==> config.mk <==
export PLATFORM = sky130hd
export DESIGN_NAME = multicycle_ctrl
export DESIGN_NICKNAME = d
export VERILOG_FILES = /design/src/rtl/mips_ctrl_pkg.sv /design/src/rtl/aludec.sv /design/src/rtl/multicycle_ctrl.sv
export SDC_FILE = /design/constraint.sdc
export NUM_CORES = 1
export LEC_CHECK = 0
export ABC_CLOCK_PERIOD_IN_PS = 2800
export CAP_MARGIN = 10
export CORE_MARGIN = 10
export CORE_UTILIZATION = 41
export CTS_CLUSTER_DIAMETER = 80
export CTS_CLUSTER_SIZE = 12
export DETAILED_ROUTE_END_ITERATION = 10
export PLACE_DENSITY = 0.8
export SLEW_MARGIN = 5
export SYNTH_ARGS = -nofsm -noshare
export SYNTH_HDL_FRONTEND = slang
export SYNTH_SLANG_ARGS = --single-unit
==> constraint.sdc <==
create_clock -name clk -period 2.8 [get_ports clk]
set_input_delay 0.56 -clock clk [delete_from_list [all_inputs] [get_ports clk]]
set_output_delay 0.56 -clock clk [all_outputs]
set_load 0.05 [all_outputs]
==> src/rtl/mips_ctrl_pkg.sv <==
// -----------------------------------------------------------------------------
// mips_ctrl_pkg
// Shared encodings for the multicycle MIPS control unit: FSM state enum,
// opcode and funct constants, the ALU-op type with its values, the ALU
// control codes, and the bundle of Moore-decoded control signals.
// -----------------------------------------------------------------------------
package mips_ctrl_pkg;

    // Controller states, held in a 4-bit register.
    typedef enum logic [3:0] {
        S_FETCH    = 4'd0,
        S_DECODE   = 4'd1,
        S_MEMADR   = 4'd2,
        S_MEMRD    = 4'd3,
        S_MEMWB    = 4'd4,
        S_MEMWR    = 4'd5,
        S_EXECUTE  = 4'd6,
        S_ALUWB    = 4'd7,
        S_BRANCH   = 4'd8,
        S_ADDIEXEC = 4'd9,
        S_ADDIWB   = 4'd10,
        S_JUMP     = 4'd11
    } state_e;

    // Primary opcodes (instruction[31:26]).
    localparam logic [5:0] OP_RTYPE = 6'b000000;
    localparam logic [5:0] OP_LW    = 6'b100011;
    localparam logic [5:0] OP_SW    = 6'b101011;
    localparam logic [5:0] OP_BEQ   = 6'b000100;
    localparam logic [5:0] OP_ADDI  = 6'b001000;
    localparam logic [5:0] OP_J     = 6'b000010;

    // R-type function codes (instruction[5:0]).
    localparam logic [5:0] FUNCT_ADD = 6'b100000;
    localparam logic [5:0] FUNCT_SUB = 6'b100010;
    localparam logic [5:0] FUNCT_AND = 6'b100100;
    localparam logic [5:0] FUNCT_OR  = 6'b100101;
    localparam logic [5:0] FUNCT_SLT = 6'b101010;

    // ALU operation class requested by the FSM.
    typedef logic [1:0] aluop_t;
    localparam aluop_t ALUOP_ADD   = 2'b00;
    localparam aluop_t ALUOP_SUB   = 2'b01;
    localparam aluop_t ALUOP_FUNCT = 2'b10;
    localparam aluop_t ALUOP_ADD2  = 2'b11;

    // ALU control codes driven to the datapath.
    localparam logic [2:0] ALU_AND = 3'b000;
    localparam logic [2:0] ALU_OR  = 3'b001;
    localparam logic [2:0] ALU_ADD = 3'b010;
    localparam logic [2:0] ALU_SUB = 3'b110;
    localparam logic [2:0] ALU_SLT = 3'b111;

    // Moore outputs decoded from the state register.
    typedef struct packed {
        logic       pcwrite;
        logic       branch;
        logic       iord;
        logic       irwrite;
        logic       memwrite;
        logic       regwrite;
        logic       regdst;
        logic       memtoreg;
        logic       alusrca;
        logic [1:0] alusrcb;
        logic [1:0] pcsrc;
        aluop_t     aluop;
    } ctrl_t;

    localparam ctrl_t CTRL_NONE = '0;

endpackage

==> src/rtl/aludec.sv <==
// -----------------------------------------------------------------------------
// aludec
// ALU control decoder. Maps the FSM's ALU-op class (and, for R-type, the
// funct field) to the 3-bit ALU operation.
// Ports:
//   aluop      in  2  operation class from the FSM
//   funct      in  6  instruction[5:0]
//   alucontrol out 3  ALU operation code
// -----------------------------------------------------------------------------
module aludec
    import mips_ctrl_pkg::*;
(
    input  logic [1:0] aluop,
    input  logic [5:0] funct,
    output logic [2:0] alucontrol
);

    // Operation select; unrecognised funct codes fall back to add.
    always_comb begin
        alucontrol = ALU_ADD;
        case (aluop)
            ALUOP_ADD:  alucontrol = ALU_ADD;
            ALUOP_SUB:  alucontrol = ALU_SUB;
            ALUOP_FUNCT: begin
                case (funct)
                    FUNCT_ADD: alucontrol = ALU_ADD;
                    FUNCT_SUB: alucontrol = ALU_SUB;
                    FUNCT_AND: alucontrol = ALU_AND;
                    FUNCT_OR:  alucontrol = ALU_OR;
                    FUNCT_SLT: alucontrol = ALU_SLT;
                    default:   alucontrol = ALU_ADD;
                endcase
            end
            ALUOP_ADD2: alucontrol = ALU_ADD;
            default:    alucontrol = ALU_ADD;
        endcase
    end

endmodule

==> src/rtl/multicycle_ctrl.sv <==
// -----------------------------------------------------------------------------
// multicycle_ctrl
// Control unit for a multicycle MIPS subset (lw, sw, R-type, beq, addi, j).
// A 12-state Moore FSM sequences each instruction; ALU control is decoded by
// the aludec sub-module.
// Ports:
//   clk        in   1  clock, all state updates on rising edge
//   reset      in   1  asynchronous active-high reset (forces FETCH)
//   op         in   6  instruction[31:26]
//   funct      in   6  instruction[5:0]
//   zero       in   1  ALU zero flag
//   pcen       out  1  PC register enable
//   iord       out  1  memory address select (0 = PC, 1 = ALU result)
//   irwrite    out  1  instruction register write enable
//   memwrite   out  1  data memory write enable
//   regwrite   out  1  register file write enable
//   regdst     out  1  register destination select
//   memtoreg   out  1  write-back data select
//   alusrca    out  1  ALU A operand select
//   alusrcb    out  2  ALU B operand select
//   pcsrc      out  2  next-PC select
//   alucontrol out  3  ALU operation
// -----------------------------------------------------------------------------
module multicycle_ctrl
    import mips_ctrl_pkg::*;
(
    input  logic       clk,
    input  logic       reset,
    input  logic [5:0] op,
    input  logic [5:0] funct,
    input  logic       zero,
    output logic       pcen,
    output logic       iord,
    output logic       irwrite,
    output logic       memwrite,
    output logic       regwrite,
    output logic       regdst,
    output logic       memtoreg,
    output logic       alusrca,
    output logic [1:0] alusrcb,
    output logic [1:0] pcsrc,
    output logic [2:0] alucontrol
);

    state_e state_q;
    state_e state_d;
    ctrl_t  ctrl_s;

    // State register; reset takes effect immediately, even mid-instruction.
    always_ff @(posedge clk or posedge reset) begin
        if (reset) begin
            state_q <= S_FETCH;
        end else begin
            state_q <= state_d;
        end
    end

    // Next-state and Moore output decode. op is only looked at in DECODE and
    // MEMADR, so it may change freely during the other states.
    always_comb begin
        state_d = S_FETCH;
        ctrl_s  = CTRL_NONE;
        case (state_q)
            S_FETCH: begin
                state_d        = S_DECODE;
                ctrl_s.alusrcb = 2'b01;
                ctrl_s.irwrite = 1'b1;
                ctrl_s.pcwrite = 1'b1;
            end
            S_DECODE: begin
                ctrl_s.alusrcb = 2'b11;
                case (op)
                    OP_LW:    state_d = S_MEMADR;
                    OP_SW:    state_d = S_MEMADR;
                    OP_RTYPE: state_d = S_EXECUTE;
                    OP_BEQ:   state_d = S_BRANCH;
                    OP_ADDI:  state_d = S_ADDIEXEC;
                    OP_J:     state_d = S_JUMP;
                    default:  state_d = S_FETCH;
                endcase
            end
            S_MEMADR: begin
                ctrl_s.alusrca = 1'b1;
                ctrl_s.alusrcb = 2'b10;
                if (op == OP_LW) begin
                    state_d = S_MEMRD;
                end else if (op == OP_SW) begin
                    state_d = S_MEMWR;
                end else begin
                    state_d = S_FETCH;
                end
            end
            S_MEMRD: begin
                state_d     = S_MEMWB;
                ctrl_s.iord = 1'b1;
            end
            S_MEMWB: begin
                state_d         = S_FETCH;
                ctrl_s.memtoreg = 1'b1;
                ctrl_s.regwrite = 1'b1;
            end
            S_MEMWR: begin
                state_d         = S_FETCH;
                ctrl_s.iord     = 1'b1;
                ctrl_s.memwrite = 1'b1;
            end
            S_EXECUTE: begin
                state_d        = S_ALUWB;
                ctrl_s.alusrca = 1'b1;
                ctrl_s.aluop   = ALUOP_FUNCT;
            end
            S_ALUWB: begin
                state_d         = S_FETCH;
                ctrl_s.regdst   = 1'b1;
                ctrl_s.regwrite = 1'b1;
            end
            S_BRANCH: begin
                state_d        = S_FETCH;
                ctrl_s.alusrca = 1'b1;
                ctrl_s.aluop   = ALUOP_SUB;
                ctrl_s.pcsrc   = 2'b01;
                ctrl_s.branch  = 1'b1;
            end
            S_ADDIEXEC: begin
                state_d        = S_ADDIWB;
                ctrl_s.alusrca = 1'b1;
                ctrl_s.alusrcb = 2'b10;
            end
            S_ADDIWB: begin
                state_d         = S_FETCH;
                ctrl_s.regwrite = 1'b1;
            end
            S_JUMP: begin
                state_d        = S_FETCH;
                ctrl_s.pcsrc   = 2'b10;
                ctrl_s.pcwrite = 1'b1;
            end
            default: begin
                state_d = S_FETCH;
                ctrl_s  = CTRL_NONE;
            end
        endcase
    end

    aludec u_aludec (
        .aluop      (ctrl_s.aluop),
        .funct      (funct),
        .alucontrol (alucontrol)
    );

    // Write enables are masked while reset is held: the state already shows
    // FETCH, but no PC/IR/memory/register update may be requested until the
    // first edge after release.
    assign pcen     = (ctrl_s.pcwrite | (ctrl_s.branch & zero)) & ~reset;
    assign irwrite  = ctrl_s.irwrite  & ~reset;
    assign memwrite = ctrl_s.memwrite & ~reset;
    assign regwrite = ctrl_s.regwrite & ~reset;

    assign iord     = ctrl_s.iord;
    assign regdst   = ctrl_s.regdst;
    assign memtoreg = ctrl_s.memtoreg;
    assign alusrca  = ctrl_s.alusrca;
    assign alusrcb  = ctrl_s.alusrcb;
    assign pcsrc    = ctrl_s.pcsrc;

endmodule

==> impl_summary.log, run 1 <==
INFO  metric critical_path.reg2reg.startpoint = state_q[0]
INFO  metric cts_post_setup_buffers_inserted = 0
INFO  metric relSlewSlack = 65.9%
INFO  metric vias = 686
INFO  metric holdCritPathClass = in -> async
INFO  metric power.ir.vdd_worst = 257 uV
INFO  metric first_iter_violations = 18
INFO  metric maxClockFrequency = 373 MHz
INFO  metric cts_buffers = 3
INFO  metric power_leakage = 0.394 nW
INFO  metric report.final.hold_viol_count = 0
INFO  metric grt_antenna_before_repair = 0
INFO  metric max_flop_register = state_q
INFO  metric yosys_register_bits = 4
INFO  metric insertion_delay = 0.23 ns
INFO  metric worst_path_dominant_cell_family = buffers and inverters
INFO  metric crit-reg2reg-capture = state_q[1]
INFO  metric finalSetupTns = 0 ns
INFO  metric grt_setup_unrepaired = no
INFO  metric clock_tree.buffer_depth = 2
INFO  metric maxSlewViolCount = 0
INFO  metric sequentialPowerShare = 21.4%
INFO  metric area.growth.synth_to_final = 57.3%
INFO  metric max_cap_viol_count = 0
INFO  metric clk_transition_reported_paths = 0.04 ns
INFO  metric clk_root_buffer_cell = clkbuf_4
INFO  metric setup_viol = 0
INFO  metric grt_start_max_net_pins = 16
INFO  metric power.clock.fraction = 12.6%
INFO  metric skew = 0.00402 ns
INFO  metric cts.htree.levels = 1
INFO  metric placementRows = 13
INFO  metric total_switching_power = 0.287 mW
INFO  metric wire_length_of_the_first_global_routing_pass = 2900 um
INFO  metric syn_nets = 95
INFO  metric cts_tree = done
INFO  metric hpwlAfterDp = 1440 um
INFO  metric p_per_area = 605 nW/um^2
INFO  metric register_to_register_setup_slack = 1.51 ns
INFO  metric mean_post_synth_cell_area = 7.51 sq um
INFO  metric die_h = 57.8 um
INFO  metric route.detailed.vias_per_inst = 5.67
INFO  metric r2r_cell_count = 3
INFO  metric core_area = 1320 sq um
INFO  metric worst-setup-path-type = reg -> out
INFO  metric detail_route.wirelength = 1750 um
INFO  metric min_period_over_period = 95.7%
INFO  metric gp_congestion = 0.845
INFO  metric setup.worst_path.start_class = register
INFO  metric layout-drive-gt1-share = 13.2%
INFO  metric wl_per_cell = 14.4 um
INFO  metric design.final.nets = 125
INFO  metric synth_cell_types = 36
INFO  metric hold_ws = 0.591 ns
INFO  metric cts_hold_buffers = 0
INFO  metric largest_register_ffs = 4
INFO  metric delay_of_the_slowest_cell_on_the_worst_path = 0.82 ns
INFO  metric final_util = 69.9%
INFO  metric power_switching_share = 51.5%
INFO  metric diodes = 0
INFO  metric cp_data_required_time = 2.24 ns
INFO  metric starting_density_of_the_core = 44.4%
INFO  metric fp.dieW = 57.8 um
INFO  metric timing.critical_path.fanout_max = 14
INFO  metric path_cells = or2b_1, nor2_1, clkdlybuf4s50_1
INFO  metric worstPathBufferInverterCount = 1
INFO  metric tightest_slew = 0.510 ns
INFO  metric clkSinkCount = 4
INFO  metric post_synth_inst_count = 78
INFO  metric worst_ep_arrival_time = 2.12 ns
INFO  metric grt_pass1_vias = 671
INFO  metric biggestRegsByFlops = state_q x4
INFO  metric outcome = complete, no violations
INFO  metric design.portCount = 30
INFO  metric syn-cell-area = 586 sq um
INFO  metric combinationalPowerShare = 66.0%
INFO  metric grt_overflow = 0
INFO  metric io_buffers = 29
INFO  metric dr.pass1.iters = 4
INFO  metric post-route-min-period = 2.68 ns
INFO  metric seq_area_frac_synth = 17.1%
INFO  metric ys.warnings.count = 0
INFO  metric track_usage = 10.5%
INFO  metric sort_of_element_at_the_end_of_the_critical_path = primary output
INFO  metric drc_errors = 0
INFO  metric worst_path_max_delay_cell = clkdlybuf4s50_1
INFO  metric fillCellCount = 116
INFO  metric die_outline_area = 3340 sq um
INFO  metric power.internal = 0.270 mW
INFO  metric drtAntennaViolNets = 0
[logic make-up after synthesis]
logic type / Yosys count / synth area share, %
xor+xnor: 2 / 2.99
buf+inv: 11 / 11.1
simple gates: 41 / 43.4
compound gates: 18 / 21.2
fa+ha+maj: 2 / 4.27
flops: 4 / 17.1
[routing by layer]
layer / vias up / track usage (%) / wire length [um]
met3: 2 / 3.27 / 117
met2: 25 / 17.0 / 849
li1: 346 / - / -
met5: - / 0 / 0
met4: 0 / 6.71 / 11
met1: 313 / 11.4 / 770
[per-stage QoR]
stage / instance area [sq um] / power [mW] / cells / setup WS, ns
CTS: 916 / 0.562 / 121 / 0.0941
detailed placement: 893 / 0.489 / 118 / 0.314
finish: 921 / 0.557 / 121 / 0.120
global placement: 893 / 0.483 / 118 / 0.346
floorplan: 591 / 0.363 / 78 / 0.272
global route: 921 / 0.595 / 121 / 0.00236
[worst max-delay path by stage]
| stage | depth (start not counted) | from | endpoint |
|---|---|---|---|
| 6_report | 3 | state_q[2] | regdst |
| 5_1_grt | 3 | state_q[2] | regdst |
| 4_1_cts | 3 | state_q[2] | memtoreg |
| 3_5_place_dp | 5 | funct[1] | alucontrol[0] |
| 3_3_place_gp | 5 | funct[1] | alucontrol[0] |
| 2_1_floorplan | 4 | state_q[0] | pcen |
[power by group through the flow]
stage	registers, mW	clock network, mW	logic, mW
final	0.119	0.0700	0.367
after global routing	0.123	0.0792	0.392
after CTS	0.119	0.0731	0.370
after detailed placement	0.119	0	0.370
after global placement	0.118	0	0.365
after floorplan	0.0830	0	0.280
[synth_stat cells]
cell type  number  share of area (%)
nand2b_1        2                2.1
nand2_1         8                5.1
a2bb2oi_1       1                1.5
xor2_1          2                3.0
a21boi_1        1                1.3
a21oi_1         4                3.4
nor2b_1         3                3.2
o21a_1          1                1.3
nand2b_2        1                1.5
nand3b_1        1                1.3
or2b_1          1                1.3
nor3_2          1                1.7
a211o_1         1                1.5
o211ai_1        1                1.3
nor2_1          6                3.8
nor3b_1         1                1.3
a211oi_1        1                1.3
o21ai_0         3                2.6
and4_1          1                1.5
ha_1            2                4.3
dfrtp_1         4                 17
o41ai_1         1                1.5
nor4_4          1                3.6
buf_6           3                5.8
nor3_1          4                3.4
and4bb_1        1                2.1
o22ai_1         1                1.1
nand3_1         2                1.7
nand4_1         3                3.2
and2b_1         1                1.3
buf_2           1               0.85
and3_1          2                2.1
o311ai_1        1                1.5
o2111ai_1       2                3.0
inv_1           7                4.5
or3b_1          2                3.0
[cells in the final DEF (no fill, tap or decap), types with 2 or more instances in the layout]
cell | Yosys | layout
a21oi_1 | 4 | 4
and3_1 | 2 | 2
buf_12 | 0 | 4
buf_4 | 0 | 3
clkbuf_4 | 0 | 3
clkdlybuf4s50_1 | 0 | 20
dfrtp_1 | 4 | 4
dlymetal6s2s_1 | 0 | 2
ha_1 | 2 | 2
inv_1 | 7 | 7
nand2_1 | 8 | 8
nand2b_1 | 2 | 2
nand3_1 | 2 | 2
nand4_1 | 3 | 3
nor2_1 | 6 | 6
nor2b_1 | 3 | 3
nor3_1 | 4 | 3
nor3_2 | 1 | 2
o2111ai_1 | 2 | 2
o21ai_0 | 3 | 3
or3b_1 | 2 | 2
xor2_1 | 2 | 2
[final cells by class]
type,instances,area [sq um],share of cell area [%]
clock buffers,3,22.5,2.45
inverters,7,26.3,2.85
multi-input cells,63,425,46.2
flip-flops and latches,4,100,10.9
well taps,15,18.8,2.04
repair buffers,29,328,35.6
[repair_timing]
item	in CTS	in global routing
resized for setup	0	2
setup endpoints to repair	0	2
hold endpoints to repair	0	0
Note: power is estimated with default switching activity, not from simulation.
==> run 2: changes to the inputs <==
--- a/config.mk
+++ b/config.mk
@@ -12,6 +12,7 @@
 export CTS_CLUSTER_DIAMETER = 80
 export CTS_CLUSTER_SIZE = 12
 export DETAILED_ROUTE_END_ITERATION = 10
+export GPL_TIMING_DRIVEN = 0
 export PLACE_DENSITY = 0.8
 export SLEW_MARGIN = 5
 export SYNTH_ARGS = -nofsm -noshare
==> run 2 against run 1 <==
  * Global-route usage up 0.54 points
  * Clock power increased by 2%
  * Die area stayed put
  * Final area decreased by 0.68%
==> impl_summary.log, run 2 (same netlist as run 1, synthesis figures left out) <==
INFO  metric layout-drive-gt1-share = 11.8% (-1.4 points)
INFO  metric grt_antenna_before_repair = 0 (unchanged)
INFO  metric drtAntennaViolNets = 0 (unchanged)
INFO  metric hold_ws = 0.596 ns (+0.00515 ns)
INFO  metric finalSetupTns = 0 ns (unchanged)
INFO  metric drc_errors = 0 (unchanged)
INFO  metric cts_buffers = 3 (unchanged)
INFO  metric diodes = 0 (unchanged)
INFO  metric hpwlAfterDp = 1560 um (+8.3%)
INFO  metric design.final.nets = 129 (+3.2%)
INFO  metric relSlewSlack = 65.7% (-0.17 points)
INFO  metric starting_density_of_the_core = 44.4% (unchanged)
INFO  metric gp_congestion = 0.882 (+4.4%)
INFO  metric final_common_cell = clkdlybuf4s50_1
INFO  metric core_area = 1320 sq um (unchanged)
INFO  metric wl_per_cell = 14.8 um (+2.3%)
INFO  metric cts_tree = done
INFO  metric worst-setup-path-type = in -> out
INFO  metric holdCritPathClass = in -> async
INFO  metric clkSinkCount = 4 (unchanged)
INFO  metric skew = 0.00621 ns (+0.00219 ns)
INFO  metric area.growth.synth_to_final = 56.2%
INFO  metric biggestRegsByFlops = state_q x4
INFO  metric dr.pass1.iters = 4 (unchanged)
INFO  metric post-route-min-period = 2.71 ns (+0.0338 ns)
INFO  metric report.final.hold_viol_count = 0 (unchanged)
INFO  metric final_util = 69.4% (-0.47 points)
INFO  metric setup_viol = 0 (unchanged)
INFO  metric tightest_slew = 0.513 ns (+0.00325 ns)
INFO  metric design.portCount = 30 (unchanged)
INFO  metric grt_start_max_net_pins = 11 (-5)
INFO  metric power.ir.vdd_worst = 342 uV (+33%)
INFO  metric layout_common_cells = 23 x clkdlybuf4s50_1, 8 x nand2_1, 7 x inv_1
INFO  metric maxClockFrequency = 368 MHz (-1.2%)
INFO  metric placementRows = 13 (unchanged)
INFO  metric timing.critical_path.fanout_max = 2 (-12)
INFO  metric io_buffers = 29 (unchanged)
INFO  metric cts.htree.levels = 1 (unchanged)
INFO  metric power_leakage = 0.394 nW (about the same)
INFO  metric die_outline_area = 3340 sq um (unchanged)
INFO  metric total_power = 0.557 mW (about the same)
INFO  metric max_flop_register = state_q
INFO  metric fp.dieW = 57.8 um (unchanged)
INFO  metric route.detailed.vias_per_inst = 5.56 (-1.9%)
INFO  metric min_period_over_period = 96.9% (+1.2 points)
INFO  metric grt_pass1_vias = 685 (+2.1%)
INFO  metric setup.worst_path.start_class = input port
INFO  metric maxSlewViolCount = 0 (unchanged)
INFO  metric first_iter_violations = 9 (-9)
INFO  metric die_h = 57.8 um (unchanged)
INFO  metric detail_route.wirelength = 1850 um (+5.7%)
INFO  metric insertion_delay = 0.24 ns (about the same)
INFO  metric sort_of_element_at_the_end_of_the_critical_path = primary output
INFO  metric max_cap_viol_count = 0 (unchanged)
INFO  metric outcome = complete, no violations
INFO  metric vias = 695 (+1.3%)
INFO  metric clock_tree.buffer_depth = 2 (unchanged)
INFO  metric clk_transition_reported_paths = 0.04 ns (about the same)
INFO  metric largest_register_ffs = 4 (unchanged)
INFO  metric clk_root_buffer_cell = clkbuf_4
INFO  metric p_per_area = 609 nW/um^2 (+0.65%)
INFO  metric cp_data_required_time = 2.24 ns (about the same)
INFO  metric worst_ep_arrival_time = 2.15 ns (+0.03 ns)
INFO  metric wire_length_of_the_first_global_routing_pass = 3100 um (+6.9%)
INFO  metric track_usage = 11.0% (+0.54 points)
INFO  metric grt_overflow = 0 (unchanged)
INFO  metric grt_setup_unrepaired = no
run 2: cell types whose count changed in the layout (fill, tap and decap cells not counted):
cell	before	now
buf_6	0	3
buf_12	4	0
dlygate4sd2_1	0	2
buf_2	0	1
clkbuf_2	0	2
clkdlybuf4s50_1	20	23
buf_4	3	0
run 2: critical path, stage by stage:
cell and delay (ns):
clkdlybuf4s50_1 0.47, nor3b_1 0.32, nand2_1 0.09, a211o_1 0.29, dlygate4sd2_1 0.42
run 2: timing repair:
action	CTS	global route
hold buffers	0	0
setup endpoints to repair	4	4
setup buffers	0	0
endpoints found under the hold margin	0	0
gates resized for setup	5	5
run 2: worst paths after layout:
kind / startpoint / endpoint / slack [ns] / cells after the start
setup / recovery: funct[2] / alucontrol[1] / 0.09 / 5
hold / removal: reset / state_q[2] / 0.60 / 2
setup reg to reg: state_q[3] / state_q[1] / 1.51 / 4
hold reg to reg: state_q[2] / state_q[0] / 0.72 / 2
max in group asynchronous: reset / state_q[0] / 2.01 / 2
min in group clk: state_q[2] / state_q[0] / 0.72 / 2
run 2: stage by stage:
step                setup WS (ns)  cells  area [sq um]
detailed placement         -0.285    122           900
CTS                        0.0184    125           918
global route              0.00206    125           915
floorplan                   0.272     78           591
global placement           -0.255    122           900
finish                     0.0863    125           915
run 2: power breakdown:
part | leakage, nW | total (mW) | internal, mW | switching, mW
clock network | 0.0138 | 0.0711 | 0.0479 | 0.0232
logic | 0.327 | 0.395 | 0.146 | 0.250
registers | 0.0532 | 0.0900 | 0.0708 | 0.0192
run 2: per-layer routing:
| layer | GRT usage, % | wire (um) | vias to the layer above |
|---|---|---|---|
| met5 | 0 | 0 | - |
| met4 | 2.35 | 0 | 0 |
| met3 | 5.01 | 128 | 0 |
| met2 | 17.8 | 845 | 29 |
| met1 | 13.0 | 873 | 314 |
| li1 | - | - | 352 |
run 2: cell type report:
type	count	area (sq um)
Sequential cell	4	100
Inverter	7	26.3
Fill cell	119	403
Tap cell	15	18.8
Clock buffer	3	22.5
Multi-Input combinational cell	63	425
Timing Repair Buffer	29	283
Buffer	4	38.8
==> run 3: changes to the inputs <==
--- a/config.mk
+++ b/config.mk
@@ -12,8 +12,8 @@
 export CTS_CLUSTER_DIAMETER = 80
 export CTS_CLUSTER_SIZE = 12
 export DETAILED_ROUTE_END_ITERATION = 10
-export GPL_TIMING_DRIVEN = 0
 export PLACE_DENSITY = 0.8
+export REMOVE_ABC_BUFFERS = 1
 export SLEW_MARGIN = 5
 export SYNTH_ARGS = -nofsm -noshare
 export SYNTH_HDL_FRONTEND = slang
==> run 3 against run 2 <==
  * Final area rose by 0.41%
  * Hold slack improved by 0.025 ns
  * Routed wire length is 6.1% higher
  * Global-route usage up 0.70 points
  * Fmax is 2.5% higher
  * Largest power group unchanged
  * Non-clock buffer count decreased by 3
  * Largest cell class unchanged
==> impl_summary.log, run 3 (same netlist as run 1, synthesis figures left out) <==
INFO  metric clk_root_buffer_cell = clkbuf_4
INFO  metric cts.htree.levels = 1 (unchanged)
INFO  metric worst-setup-path-type = in -> out
INFO  metric min_period_over_period = 94.6% (-2.3 points)
INFO  metric clkSinkCount = 4 (unchanged)
INFO  metric cts_repair_resize_count = 0 (-5)
INFO  metric design.portCount = 30 (unchanged)
INFO  metric p_per_area = 616 nW/um^2 (+1.1%)
INFO  metric diodes = 0 (unchanged)
INFO  metric clock_tree.buffer_depth = 2 (unchanged)
INFO  metric drtAntennaViolNets = 0 (unchanged)
INFO  metric relSlewSlack = 65.7% (-0.087 points)
INFO  metric grt_setup_unrepaired = no
INFO  metric die_h = 57.8 um (unchanged)
INFO  metric detail_route.wirelength = 1960 um (+6.1%)
INFO  metric postPlaceCellArea = 893 sq um (-0.70%)
INFO  metric skew = 0.00316 ns (-0.00304 ns)
INFO  metric hold_ws = 0.621 ns (+0.0249 ns)
INFO  metric worstPathBufferInverterCount = 2 (unchanged)
INFO  metric vias = 695 (unchanged)
INFO  metric power_leakage = 0.383 nW (-2.8%)
INFO  metric final_common_cell = clkdlybuf4s50_1
INFO  metric max_cap_viol_count = 0 (unchanged)
INFO  metric path_cells = clkdlybuf4s50_1, or3b_1, a2bb2oi_1, nor3_1, buf_12
INFO  metric die_outline_area = 3340 sq um (unchanged)
INFO  metric grt_antenna_before_repair = 0 (unchanged)
INFO  metric post-route-min-period = 2.65 ns (-0.0658 ns)
INFO  metric worst_ep_arrival_time = 2.09 ns (-0.06 ns)
INFO  metric report.final.hold_viol_count = 0 (unchanged)
INFO  metric layout_common_cells = 20 x clkdlybuf4s50_1, 8 x nand2_1, 7 x inv_1
INFO  metric worst_path_dominant_cell_family = simple AND/OR/NAND/NOR gates
INFO  metric worst_path_max_delay_cell = clkdlybuf4s50_1
INFO  metric largest_register_ffs = 4 (unchanged)
INFO  metric core_area = 1320 sq um (unchanged)
INFO  metric grt_pass1_vias = 673 (-1.8%)
INFO  metric placementRows = 13 (unchanged)
INFO  metric dr.pass1.iters = 4 (unchanged)
INFO  metric setup_ws = 0.152 ns (+0.0658 ns)
INFO  metric cp_data_required_time = 2.24 ns (about the same)
INFO  metric grt_overflow = 0 (unchanged)
INFO  metric power.ir.vdd_worst = 247 uV (-28%)
INFO  metric wl_per_cell = 16.1 um (+8.7%)
INFO  metric gp_congestion = 0.855 (-3.1%)
INFO  metric delay_of_the_slowest_cell_on_the_worst_path = 0.48 ns (about the same)
INFO  metric design.final.nets = 126 (-2.3%)
INFO  metric total_power = 0.565 mW (+1.6%)
INFO  metric outcome = complete, no violations
INFO  metric layout.cell_area.non_filler = 918 sq um (+0.41%)
INFO  metric max_flop_register = state_q
INFO  metric holdCritPathClass = in -> async
INFO  metric drc_errors = 0 (unchanged)
INFO  metric cts_buffers = 3 (unchanged)
INFO  metric area.growth.synth_to_final = 56.8%
INFO  metric clk_transition_reported_paths = 0.04 ns (about the same)
INFO  metric finalSetupTns = 0 ns (unchanged)
INFO  metric hpwlAfterDp = 1590 um (+2.0%)
INFO  metric timing.critical_path.fanout_max = 2 (unchanged)
INFO  metric maxSlewViolCount = 0 (unchanged)
INFO  metric cts_hold_buffers = 0 (unchanged)
INFO  metric tightest_slew = 0.514 ns (+0.000534 ns)
INFO  metric insertion_delay = 0.24 ns (about the same)
INFO  metric detailedPlace.worstSlack = 0.209 ns (+0.494 ns)
INFO  metric setup_viol = 0 (unchanged)
INFO  metric setup.worst_path.start_class = input port
INFO  metric starting_density_of_the_core = 44.4% (unchanged)
INFO  metric cts_tree = done
INFO  metric maxClockFrequency = 378 MHz (+2.5%)
INFO  metric track_usage = 11.7% (+0.70 points)
INFO  metric first_iter_violations = 27 (+18)
INFO  metric route.detailed.vias_per_inst = 5.70 (+2.5%)
INFO  metric biggestRegsByFlops = state_q x4
INFO  metric sort_of_element_at_the_end_of_the_critical_path = primary output
INFO  metric io_buffers = 29 (unchanged)
INFO  metric layout-drive-gt1-share = 14.0% (+2.2 points)
INFO  metric cts_post_setup_buffers_inserted = 0 (unchanged)
INFO  metric fp.dieW = 57.8 um (unchanged)
INFO  metric wire_length_of_the_first_global_routing_pass = 3260 um (+5.1%)
INFO  metric grt_start_max_net_pins = 16 (+5)
## run 3: worst reg2reg max path: cells and delay by family (launching register included)
kind	cells	cell delay, ns
buffers and inverters	1	0.22
flip-flops	1	0.51
AO/OA/AOI/OAI	2	0.38
AND/OR/NAND/NOR	1	0.25
## run 3: metrics by stage
| stage | util [%] | instances |
|---|---|---|
| after floorplan | - | 74 |
| after global placement | 67.8 | 119 |
| after detailed placement | 67.8 | 119 |
| after CTS | 69.5 | 122 |
| after global routing | 69.7 | 122 |
| final | 69.7 | 122 |
## run 3: worst paths after layout
kind	startpoint	to	slack (ns)	depth (start not counted)
hold / removal	reset	state_q[2]	0.62	2
min in group clk	state_q[1]	state_q[2]	0.80	2
setup reg to reg	state_q[2]	state_q[3]	1.35	4
max in group asynchronous	reset	state_q[1]	2.00	2
setup / recovery	funct[1]	alucontrol[0]	0.15	5
hold reg to reg	state_q[1]	state_q[2]	0.80	2
## run 3: layout make-up
class	count	area, sq um
fill	110	399
multi-input combinational	63	420
sequential	4	100
clock buffer	3	22.5
tap	15	18.8
timing repair buffer	30	330
inverter	7	26.3
## run 3: report_power, final
part,switching [mW],internal (mW)
Sequential,0.0496,0.0701
Combinational,0.219,0.154
Clock,0.0248,0.0480
Total,0.294,0.272
## run 3: metal layers
layer	GRT usage, %	vias up	share of wire [%]
met5	0	-	0
met3	2.40	2	9.0
li1	-	343	-
met1	12.9	315	38
met2	21.0	35	52
met4	5.03	0	0.77
